$ cat src/rtl/weight_mem_rsp.sv
// Weight SRAM read responder: accepts word reads, issues them to a fixed-latency SRAM and returns
// {addr, data} in order via a credit-protected FIFO. Define WMEM_RSP_ERR_EN for range checking and the err port.
module weight_mem_rsp #(
  parameter int          DATA_W     = 32,
  parameter int          MEM_AW     = 12,
  parameter int          SRAM_LAT   = 1,
  parameter int          FIFO_DEPTH = 4,
  parameter logic [31:0] BASE_ADDR  = 32'h0
) (
  input  logic              clk,
  input  logic              rst,
  input  logic [31:0]       req_addr,
  input  logic              req_vld,
  output logic              req_rdy,
  output logic [31:0]       rsp_addr,
  output logic [DATA_W-1:0] rsp_data,
  output logic              rsp_vld,
  input  logic              rsp_rdy,
  output logic              sram_ren,
  output logic [MEM_AW-1:0] sram_raddr,
  input  logic [DATA_W-1:0] sram_rdata,
  output logic              busy,
  output logic [15:0]       rd_cnt
`ifdef WMEM_RSP_ERR_EN
  ,
  output logic              err
`endif
);

  localparam int               PTR_W   = $clog2(FIFO_DEPTH);
  localparam int               CNT_W   = PTR_W + 1;
  localparam logic [CNT_W-1:0] DEPTH_C = CNT_W'(FIFO_DEPTH);

  logic [CNT_W-1:0]  osd_q, osd_d;
  logic              accept, pop;
  logic [32:0]       off_full;
  logic              in_range;
  logic              unused_off;

  logic [SRAM_LAT-1:0] pipe_vld_q;
  logic [SRAM_LAT-1:0] pipe_ok_q;
  logic [31:0]         pipe_addr_q [SRAM_LAT];

  logic [31:0]       fifo_addr_q [FIFO_DEPTH];
  logic [DATA_W-1:0] fifo_data_q [FIFO_DEPTH];
  logic [PTR_W-1:0]  wr_ptr_q, rd_ptr_q;
  logic [CNT_W-1:0]  cnt_q, cnt_d;
  logic              fifo_wr, fifo_full;
  logic [15:0]       rd_cnt_q, rd_cnt_d;

  // Stage 0: request accept and SRAM address issue
  assign off_full = {1'b0, req_addr} - {1'b0, BASE_ADDR};
`ifdef WMEM_RSP_ERR_EN
  assign in_range = !off_full[32] && (off_full[31:MEM_AW+2] == '0);
`else
  assign in_range = 1'b1;
`endif
  assign unused_off = ^{off_full[32:MEM_AW+2], off_full[1:0]};

  assign req_rdy    = !rst && (osd_q < DEPTH_C);
  assign accept     = req_vld && req_rdy;
  assign pop        = rsp_vld && rsp_rdy;
  assign sram_ren   = accept && in_range;
  assign sram_raddr = off_full[MEM_AW+1:2];

  always_comb begin
    osd_d = osd_q;
    if (accept && !pop)
      osd_d = osd_q + 1'b1;
    else if (!accept && pop)
      osd_d = osd_q - 1'b1;
  end

  // Latency pipe: tracks each accepted request until its SRAM data arrives
  always_ff @(posedge clk) begin
    if (rst) begin
      pipe_vld_q <= '0;
    end else begin
      for (int i = SRAM_LAT - 1; i > 0; i--)
        pipe_vld_q[i] <= pipe_vld_q[i-1];
      pipe_vld_q[0] <= accept;
    end
  end

  always_ff @(posedge clk) begin
    for (int i = SRAM_LAT - 1; i > 0; i--) begin
      pipe_addr_q[i] <= pipe_addr_q[i-1];
      pipe_ok_q[i]   <= pipe_ok_q[i-1];
    end
    pipe_addr_q[0] <= req_addr;
    pipe_ok_q[0]   <= in_range;
  end

  // Response FIFO: written when the SRAM data lands, head drives the response channel
  assign fifo_wr   = pipe_vld_q[SRAM_LAT-1];
  assign fifo_full = (cnt_q == DEPTH_C);
  assign cnt_d     = cnt_q + CNT_W'(fifo_wr) - CNT_W'(pop);
  assign rd_cnt_d  = pop ? rd_cnt_q + 16'd1 : rd_cnt_q;

  always_ff @(posedge clk) begin
    if (fifo_wr) begin
      fifo_addr_q[wr_ptr_q] <= pipe_addr_q[SRAM_LAT-1];
      fifo_data_q[wr_ptr_q] <= pipe_ok_q[SRAM_LAT-1] ? sram_rdata : '0;
    end
  end

  always_ff @(posedge clk) begin
    if (rst) begin
      wr_ptr_q <= '0;
      rd_ptr_q <= '0;
      cnt_q    <= '0;
      osd_q    <= '0;
      rd_cnt_q <= '0;
    end else begin
      if (fifo_wr)
        wr_ptr_q <= wr_ptr_q + 1'b1;
      if (pop)
        rd_ptr_q <= rd_ptr_q + 1'b1;
      cnt_q    <= cnt_d;
      osd_q    <= osd_d;
      rd_cnt_q <= rd_cnt_d;
    end
  end

  assign rsp_vld  = (cnt_q != '0);
  assign rsp_addr = fifo_addr_q[rd_ptr_q];
  assign rsp_data = fifo_data_q[rd_ptr_q];
  assign busy     = (osd_q != '0);
  assign rd_cnt   = rd_cnt_q;

`ifdef WMEM_RSP_ERR_EN
  logic err_q;

  always_ff @(posedge clk) begin
    if (rst)
      err_q <= 1'b0;
    else if (accept && !in_range)
      err_q <= 1'b1;
  end

  assign err = err_q;
`endif

`ifndef SYNTHESIS
  // The osd credit bound must keep the FIFO from ever being written while full
  a_no_overflow: assert property (@(posedge clk) disable iff (rst) !(fifo_wr && fifo_full))
    else $error("weight_mem_rsp: response FIFO written while full");
`endif

endmodule
$ cat config.mk
export PLATFORM = sky130hd
export DESIGN_NAME = weight_mem_rsp
export DESIGN_NICKNAME = d
export VERILOG_FILES = /design/src/rtl/weight_mem_rsp.sv
export SDC_FILE = /design/constraint.sdc
export NUM_CORES = 1
export LEC_CHECK = 0
export ABC_AREA = 1
export BUFFER_PORTS_ARGS = -buffer_cell sky130_fd_sc_hd__buf_2
export CAP_MARGIN = 20
export CORE_MARGIN = 2
export CORE_UTILIZATION = 35
export DETAILED_ROUTE_END_ITERATION = 8
export SLEW_MARGIN = 20
export SYNTH_ARGS = -nofsm -noshare
export SYNTH_HDL_FRONTEND = slang
export SYNTH_SLANG_ARGS = --single-unit
export TNS_END_PERCENT = 5
$ cat constraint.sdc
create_clock -name clk -period 2.3 [get_ports clk]
set_input_delay 0 -clock clk [delete_from_list [all_inputs] [get_ports clk]]
set_output_delay 0 -clock clk [all_outputs]
set_load 0.02 [all_outputs]
# Word-level counts from Yosys, hierarchy flattened
# Memories as Yosys holds them, arrays and structs flattened. A register that Yosys moved wholly into a read port is not among the register bits.
# Index checks and enable logic that the tools add are counted.
# word_totals
ff_bits	27
out_inout_bits	96
memories	3
ram_bits	288
elab_cells	36
inputBits	68
# classes
n_reduce_logical	11
magnitude_cmp	1
n_addsub	7
muxes	8
# memory_table
memory	words	word_bits	rd	rd_ports_with_merged_regs	wr	line	rtl
fifo_addr_q	4	32	1	1	1	44	logic [31:0] fifo_addr_q [FIFO_DEPTH];
fifo_data_q	4	32	1	1	1	45	logic [DATA_W-1:0] fifo_data_q [FIFO_DEPTH];
pipe_addr_q	1	32	1	0	1	42	logic [31:0] pipe_addr_q [SRAM_LAT];
# ops
cell	count
adder 16 x 1 -> 16 bit, second input constant	1
2-to-1 mux 2 bit	4
2-to-1 mux 3 bit	2
nonzero test 3 bit	2
logical AND 1 bit	5
adder 2 x 1 -> 2 bit, second input constant	2
adder 3 x 1 -> 3 bit	1
adder 3 x 1 -> 3 bit, second input constant	1
logical NOT 1 bit	3
less-than comparator 3 bit, second input constant	1
subtractor 3 x 1 -> 3 bit	1
subtractor 3 x 1 -> 3 bit, second input constant	1
2-to-1 mux 1 bit	2
nonzero test 2 bit	1

# Longest topological paths before layout
# Gate-level depths: netlist of the first run.
# logic_depth
word_depth	7
depth_mapped	12
mapped_depth_nobuf	11

# Worst setup path before layout of the first run
# No wires, ideal clock.
# synth_path
path_type	register to register
startpoint	register wr_ptr_q[0]
endpoint	memory fifo_addr_q[2][0], enable pin
required_time_ns	1.882
arrival_time_ns	1.844
slack_ns	0.038
period_less_slack_ns	2.262
path_stages_with_launch	5
setup_ns	0.418
n_path_buf	0
path_cell_list	dfxtp_1 inv_1 ha_1 nand2_1 inv_1
# synth_rtl
item	line	rtl
from (decl)	46	logic [PTR_W-1:0] wr_ptr_q, rd_ptr_q;
from (signal assigned)	116	wr_ptr_q <= wr_ptr_q + 1'b1;
to (decl)	44	
# Straight into the memory's write port.

# Final worst setup path of the first run
# layout_path
startpoint	register cnt_q[1]
endpoint	register cnt_q[2]
# layout_via
elab_chain_cells	3
word_cells_on_any_way	4
classes_between	2 x add/sub; 2 x reduce/logical
# layout_lines
item	line	rtl
from (decl)	47	logic [CNT_W-1:0] cnt_q, cnt_d;
from (signal assigned)	119	cnt_q <= cnt_d;
nonzero test 3 bit	125	assign rsp_vld = (cnt_q != '0);
logical AND 1 bit	62	assign pop = rsp_vld && rsp_rdy;
named net pop	35	logic accept, pop;
subtractor 3 x 1 -> 3 bit	97	assign cnt_d = cnt_q + CNT_W'(fifo_wr) - CNT_W'(pop);
# The timed path passes the listed nets, and every way through them passes these cells.
# A chain may end at the register's enable or synchronous reset.

==> flow_metrics.py, run 1 <==
metrics = {
    "logic_synthesis": {
        "post_synth_instance_area_sq_mm": 0.0117,
        "yosys_warnings": 0,
        "synth.lib_cells_used.distinct": 28,
        "synth_nets": 956,
        "synth_sequential_area_ratio_pct": 76.4,
        "synth-seq-cells": 317,
        "post_synth.cell_area_avg_sq_um": 13.3,
        "netlist_instances": 878,
    },
    "floorplan": {
        "die-width_um": 186,
        "dieArea_sq_mm": 0.0348,
        "core_sq_mm": 0.0327,
        "initial_utilization_pct": 35.6,
        "die_y_um": 186,
        "rows": 66,
        "pin_count": 164,
    },
    "clock_tree": {
        "ctsRootBufferMaster": "clkbuf_16",
        "cts_buf_count": 35,
        "cts-root-to-sink-buffers": 3,
        "numClockSinks": 317,
        "path_clk_slew_ps": 60,
        "ctsHtreeMaxLevel": 2,
        "postCtsSetupBuffers": 0,
        "tritoncts_clock_tree": "done",
        "clock_latency_ps": 500,
    },
    "hold_path": {
        "worstHoldStart": "req_addr[28]",
        "worstHoldPathType": "in2reg",
        "min_delay_path_depth": 2,
        "min_to": "pipe_addr_q[0][28]",
    },
    "worst_setup_path": {
        "cp-end-kind": "flop",
        "startpoint_class_of_the_critical_path": "flop",
        "worst_ep_arrival_time_ps": 2360,
        "worst-path-max-fanout": 2,
        "reg2reg_setup_slack_ps": 330,
        "series_of_cell_instances_along_the_critical_path": "nor2_2 > a21boi_2 > ha_1 > inv_1 > ha_1 > fa_1 > xnor2_1 > xor2_1 > nor2_1",
        "critical_setup_path_class": "reg2reg",
        "timing.rr.end": "cnt_q[2]",
        "critPathMaxStageDelay_ps": 380,
        "cp.buffers_inverters": 1,
        "cpMaxStageDelayCell": "fa_1",
        "path_common_cell": "ha_1",
        "required_time_at_the_worst_slack_endpoint_ps": 2690,
        "r2r_cells": 9,
        "timing.rr.start": "cnt_q[1]",
        "cp_top_delay_family": "adder cells",
    },
    "finish": {
        "layout-drive-gt1-share_pct": 22.5,
        "n_fill_cell": 3011,
        "fin_area_sq_mm": 0.0149,
        "design.final.nets": 1182,
        "area.growth.synth_to_final_pct": 27.6,
    },
    "route": {
        "detailroute.via_count": 7463,
        "drc_errors": 0,
        "detail_route.wl_per_cell_um": 16.3,
        "drt-vias-per-instance": 4.74,
        "detail_route.wirelength_mm": 25.7,
        "first_iter_violations": 397,
        "antenna_violating_nets_post_route": 0,
        "detail_route.first_pass.iterations": 4,
    },
    "sta": {
        "final_period_minus_worst_setup_slack_ps": 1970,
        "fin_skew_ps": 15.0,
        "timing.fmax_mhz": 507,
        "timing.final.hold_violations": 0,
        "timing.final.crit_share_pct": 85.7,
        "slew-limit-headroom_pct": 56.8,
        "setup-violations-final": 0,
        "timing_worst_slew_pin_value_ps": 647,
        "final_max_slew_viol_count": 0,
        "fin_setup_tns_ps": 0,
        "rsz0062_at_grt": "false",
    },
    "power": {
        "power_leakage_nw": 5.41,
        "pwr_density_cell_mw_per_mm2": 1050,
        "ir_worst_vdd_uv": 555,
    },
    "global_routing": {
        "grt_pass1_vias": 7303,
        "grtUsageTotal_pct": 14.5,
        "grt_antenna_before_repair": 2,
        "globalRoute.totalOverflow": 0,
        "first_pass_grt_wire_length_mm": 39.9,
        "maximum_number_of_pins_on_one_net_before_global_route_repair": 95,
    },
    "placement": {
        "port_buffers": 163,
        "area_of_placed_instances_sq_mm": 0.0130,
        "gp_congestion": 0.811,
        "post-dp-hpwl_mm": 14.3,
    },
    "outcome": {
        "outcome": "completed",
    },
    "job": {
        "total_of_max_cap_violations": 0,
    },
}
[worst max path at each step]
stage                startpoint                end  slack, ps  depth (start not counted)
CTS                        flop       rsp_data[31]        290                          5
detailed placement     cnt_q[1]           cnt_q[2]        360                          9
global placement       cnt_q[1]           cnt_q[2]        390                          9
floorplan           wr_ptr_q[0]  fifo_addr_q[2][0]         40                          4
finish                 cnt_q[1]           cnt_q[2]        330                          9
global route           cnt_q[1]           cnt_q[2]        210                          9
[area by class of cell]
cell class / instances / area [sq um] / share of cell area [%]
Clock inverter: 10 / 108 / 0.723
Clock buffer: 53 / 1100 / 7.37
Inverter: 42 / 165 / 1.11
Tap cell: 442 / 553 / 3.72
Antenna cell: 1 / 2.50 / 0.0168
Sequential cell: 317 / 8910 / 59.9
Multi-Input combinational cell: 462 / 2290 / 15.4
Timing Repair Buffer: 246 / 1740 / 11.7
[report_power, final]
group          leakage, nW  switching [mW]  total [mW]  internal, mW
Clock                0.597            2.13        5.65          3.52
Sequential            2.83           0.147        6.67          6.52
Combinational         1.99            2.25        3.32          1.07
[cell usage after synthesis, drive strengths merged]
library cell / number / area, sq um
a21boi: 1 / 11.3
a21oi: 14 / 70.1
buf: 33 / 205
clkbuf: 24 / 92.6
dfxtp: 61 / 1220
edfxtp: 256 / 7690
fa: 2 / 40.0
ha: 8 / 100
inv: 42 / 158
nand2: 39 / 159
nand3: 13 / 65.1
nand4: 4 / 25.0
nor2: 165 / 639
nor3: 4 / 20.0
nor3b: 2 / 15.0
o21ai: 142 / 711
o22ai: 64 / 400
xnor2: 2 / 17.5
xor2: 2 / 17.5
[cell usage in the layout (no fill, tap or decap), types with 11 or more instances in the layout]
| cell | instances |
|---|---|
| o21ai_0 | 134 |
| clkbuf_8 | 11 |
| nor2_1 | 161 |
| buf_12 | 11 |
| inv_1 | 36 |
| o22ai_1 | 64 |
| edfxtp_1 | 256 |
| dfxtp_1 | 59 |
| buf_2 | 163 |
| dlygate4sd3_1 | 67 |
| nand2_1 | 34 |
| a21oi_1 | 14 |
| clkbuf_16 | 37 |
| nand3_1 | 13 |
[cell families after synthesis]
| kind of cell | share of synthesized area [%] |
|---|---|
| adders and majority gates | 1.20 |
| DFF | 76.4 |
| AOI/OAI and AO/OA | 10.2 |
| xor gates and xnor gates | 0.301 |
| buffers and inverters | 3.91 |
| and+or+nand+nor | 7.92 |
[registers in the layout, indices dropped and copies added, names as in the netlist, named ones only]
signal,cells
fifo_addr_q,128
fifo_data_q,128
pipe_addr_q,32
rd_cnt,16
cnt_q,3
osd_q,3
rd_ptr_q,2
wr_ptr_q,2
fifo_wr,1
[through the flow]
step	instances	worst slack, ps	util (%)	hold WS (ps)	power [mW]
2_1_floorplan	878	37.7	-	27.7	8.88
3_3_place_gp	1442	388	39.7	103	10.0
3_5_place_dp	1442	364	39.7	104	10.1
4_1_cts	1572	294	45.5	108	15.8
5_1_grt	1573	208	45.5	125	16.4
6_report	1573	328	45.5	134	15.6
[metal layers]
metal  up-vias  GRT usage [%]  part of all wire (%)
met5         -              0                 0.051
met4         2           3.91                   1.7
met3        39           3.52                   5.3
met2       170           24.6                    49
met1      3638           18.6                    44
li1       3614              -                     -
[timing repair]
item / in CTS / in global routing
hold buffers: 67 / 0
endpoints found under the hold margin: 171 / 0
resized for setup: 0 / 0
Note: power is estimated with default switching activity, not from simulation.
==> run 2, diff against run 1 <==
--- a/config.mk
+++ b/config.mk
@@ -9,7 +9,7 @@
 export BUFFER_PORTS_ARGS = -buffer_cell sky130_fd_sc_hd__buf_2
 export CAP_MARGIN = 20
 export CORE_MARGIN = 2
-export CORE_UTILIZATION = 35
+export CORE_UTILIZATION = 30
 export DETAILED_ROUTE_END_ITERATION = 8
 export SLEW_MARGIN = 20
 export SYNTH_ARGS = -nofsm -noshare
==> constraint.sdc (replaced) <==
create_clock -name clk -period 2.3 [get_ports clk]
set_input_delay 0.23 -clock clk [delete_from_list [all_inputs] [get_ports clk]]
set_output_delay 0.23 -clock clk [all_outputs]
set_load 0.02 [all_outputs]
==> flow_metrics.py, run 2 (synthesis gave the netlist of run 1 again) <==
metrics = {
    "outcome": {
        "outcome": "completed",
    },
    "finish": {
        "layout-drive-gt1-share_pct": 22.7,
        "design.final.nets": 1185,
        "multiInputGateArea_sq_mm": 0.00229,
        "antenna_fix_cells": 0,
        "n_fill_cell": 3604,
        "layout.cells.non_filler": 1651,
        "fin_area_sq_mm": 0.0151,
        "layout_common_cells": "edfxtp_1, buf_2, nor2_1, o21ai_0, dlygate4sd3_1",
        "area.growth.synth_to_final_pct": 29.5,
        "layout.cells.most_common": "edfxtp_1",
        "seqCellArea_sq_mm": 0.00892,
        "largestRegisters": "fifo_addr_q: 128 flops, fifo_data_q: 128 flops, pipe_addr_q: 32 flops",
    },
    "sta": {
        "timing.final.hold_violations": 0,
        "fin_setup_tns_ps": 0,
        "timing_worst_slew_pin_value_ps": 598,
        "holdWs_ps": 173,
        "fin_skew_ps": 17.8,
        "timing.final.crit_share_pct": 95.5,
        "slew-limit-headroom_pct": 60.1,
        "final_period_minus_worst_setup_slack_ps": 2200,
        "timing.fmax_mhz": 455,
        "final_max_slew_viol_count": 0,
        "rsz0062_at_grt": "false",
        "setup-violations-final": 0,
    },
    "placement": {
        "gp_congestion": 0.804,
        "placed_cells": 1520,
        "post-dp-hpwl_mm": 14.3,
        "area_of_placed_instances_sq_mm": 0.0131,
        "port_buffers": 163,
    },
    "floorplan": {
        "dieArea_sq_mm": 0.0404,
        "die_y_um": 201,
        "core_sq_mm": 0.0385,
        "rows": 72,
        "initial_utilization_pct": 30.3,
        "die-width_um": 201,
        "pin_count": 164,
    },
    "power": {
        "p_int_mw": 11.7,
        "power.clock.fraction_pct": 38.6,
        "seq_power_share_pct": 41.2,
        "p_comb_share_pct": 20.2,
        "p_sw_share_pct": 28.5,
        "power_leakage_nw": 5.47,
        "pwr_density_cell_mw_per_mm2": 1080,
        "switchingPower_mw": 4.65,
        "ir_worst_vdd_uv": 773,
    },
    "route": {
        "detail_route.wirelength_mm": 25.7,
        "drc_errors": 0,
        "first_iter_violations": 365,
        "drt-vias-per-instance": 4.49,
        "detailroute.via_count": 7415,
        "detail_route.wl_per_cell_um": 15.6,
        "detail_route.first_pass.iterations": 4,
        "antenna_violating_nets_post_route": 0,
    },
    "global_routing": {
        "maximum_number_of_pins_on_one_net_before_global_route_repair": 65,
        "grt_pass1_vias": 7522,
        "first_pass_grt_wire_length_mm": 40.4,
        "grtUsageTotal_pct": 12.7,
        "globalRoute.totalOverflow": 0,
        "grt_antenna_before_repair": 2,
    },
    "worst_setup_path": {
        "cp-end-kind": "output port",
        "cpMaxStageDelayCell": "dfxtp_4",
        "worst_ep_arrival_time_ps": 1970,
        "startpoint_class_of_the_critical_path": "flop",
        "critical_setup_path_class": "reg2out",
        "critPathMaxStageDelay_ps": 440,
        "required_time_at_the_worst_slack_endpoint_ps": 2070,
        "worst-path-max-fanout": 23,
        "series_of_cell_instances_along_the_critical_path": "inv_2 > buf_4 > o21ai_0 > o22ai_1 > buf_2",
    },
    "clock_tree": {
        "cts-root-to-sink-buffers": 3,
        "numClockSinks": 317,
        "cts_buf_count": 35,
        "ctsHtreeMaxLevel": 2,
        "path_clk_slew_ps": 60,
        "tritoncts_clock_tree": "done",
        "clock_latency_ps": 520,
        "ctsRootBufferMaster": "clkbuf_16",
    },
    "job": {
        "total_of_max_cap_violations": 0,
    },
    "hold_path": {
        "worstHoldPathType": "in2reg",
    },
}
-- run 2: area by class of cell --
type	instances	share of cell area (%)
sequential	317	59.1
inverter	42	1.09
clock buffer	38	6.09
multi-input combinational	462	15.2
clock inverter	25	2.69
tap	518	4.30
timing repair buffer	249	11.6
-- run 2: metal layers --
| metal | routed length, um | vias up | share of wire [%] | GRT usage, % |
|---|---|---|---|---|
| met5 | 0 | - | 0 | 0 |
| met4 | 527 | 0 | 2.0 | 4.10 |
| met3 | 1600 | 44 | 6.2 | 3.90 |
| met1 | 11400 | 3571 | 44 | 15.8 |
| met2 | 12200 | 176 | 47 | 21.3 |
| li1 | - | 3624 | - | - |
-- run 2: stage by stage --
stage | util (%) | worst slack (ps) | power, mW
6_report | 39.2 | 103 | 16.3
5_1_grt | 39.2 | 5.70 | 17.1
4_1_cts | 39.2 | 2.34 | 16.5
3_5_place_dp | 34.0 | 347 | 10.1
3_3_place_gp | 34.0 | 367 | 10.0
2_1_floorplan | - | 37.7 | 8.88
-- run 2: path summary, 6_finish.rpt --
kind | from | end | slack (ps) | depth (start not counted)
max | flop | rsp_data[16] | 100 | 5
min reg2reg | pipe_addr_q[0][14] | fifo_addr_q[1][14] | 470 | 0
max reg2reg | cnt_q[1] | cnt_q[2] | 330 | 9
min | rsp_rdy | rd_cnt[13] | 170 | 6
-- run 2: repair_timing --
action | 4_1_cts | 5_1_grt
hold buffers | 67 | 0
gates resized for setup | 2 | 1
endpoints found under the setup margin | 51 | 16
hold endpoints to repair | 167 | 0
setup buffers | 0 | 1
-- run 2: power groups by stage --
| stage | Sequential (mW) | Clock, mW | Combinational [mW] |
|---|---|---|---|
| after floorplan | 6.77 | 0 | 2.11 |
| after global placement | 6.86 | 0 | 3.17 |
| after detailed placement | 6.87 | 0 | 3.21 |
| after CTS | 6.75 | 6.49 | 3.31 |
| after global routing | 6.76 | 6.71 | 3.65 |
| final | 6.73 | 6.30 | 3.29 |
-- run 2: critical path: cells and delay by family (launching register included) --
kind            cells  cell delay [ps]
flops               1              440
buf+inv             3              610
compound gates      2              380
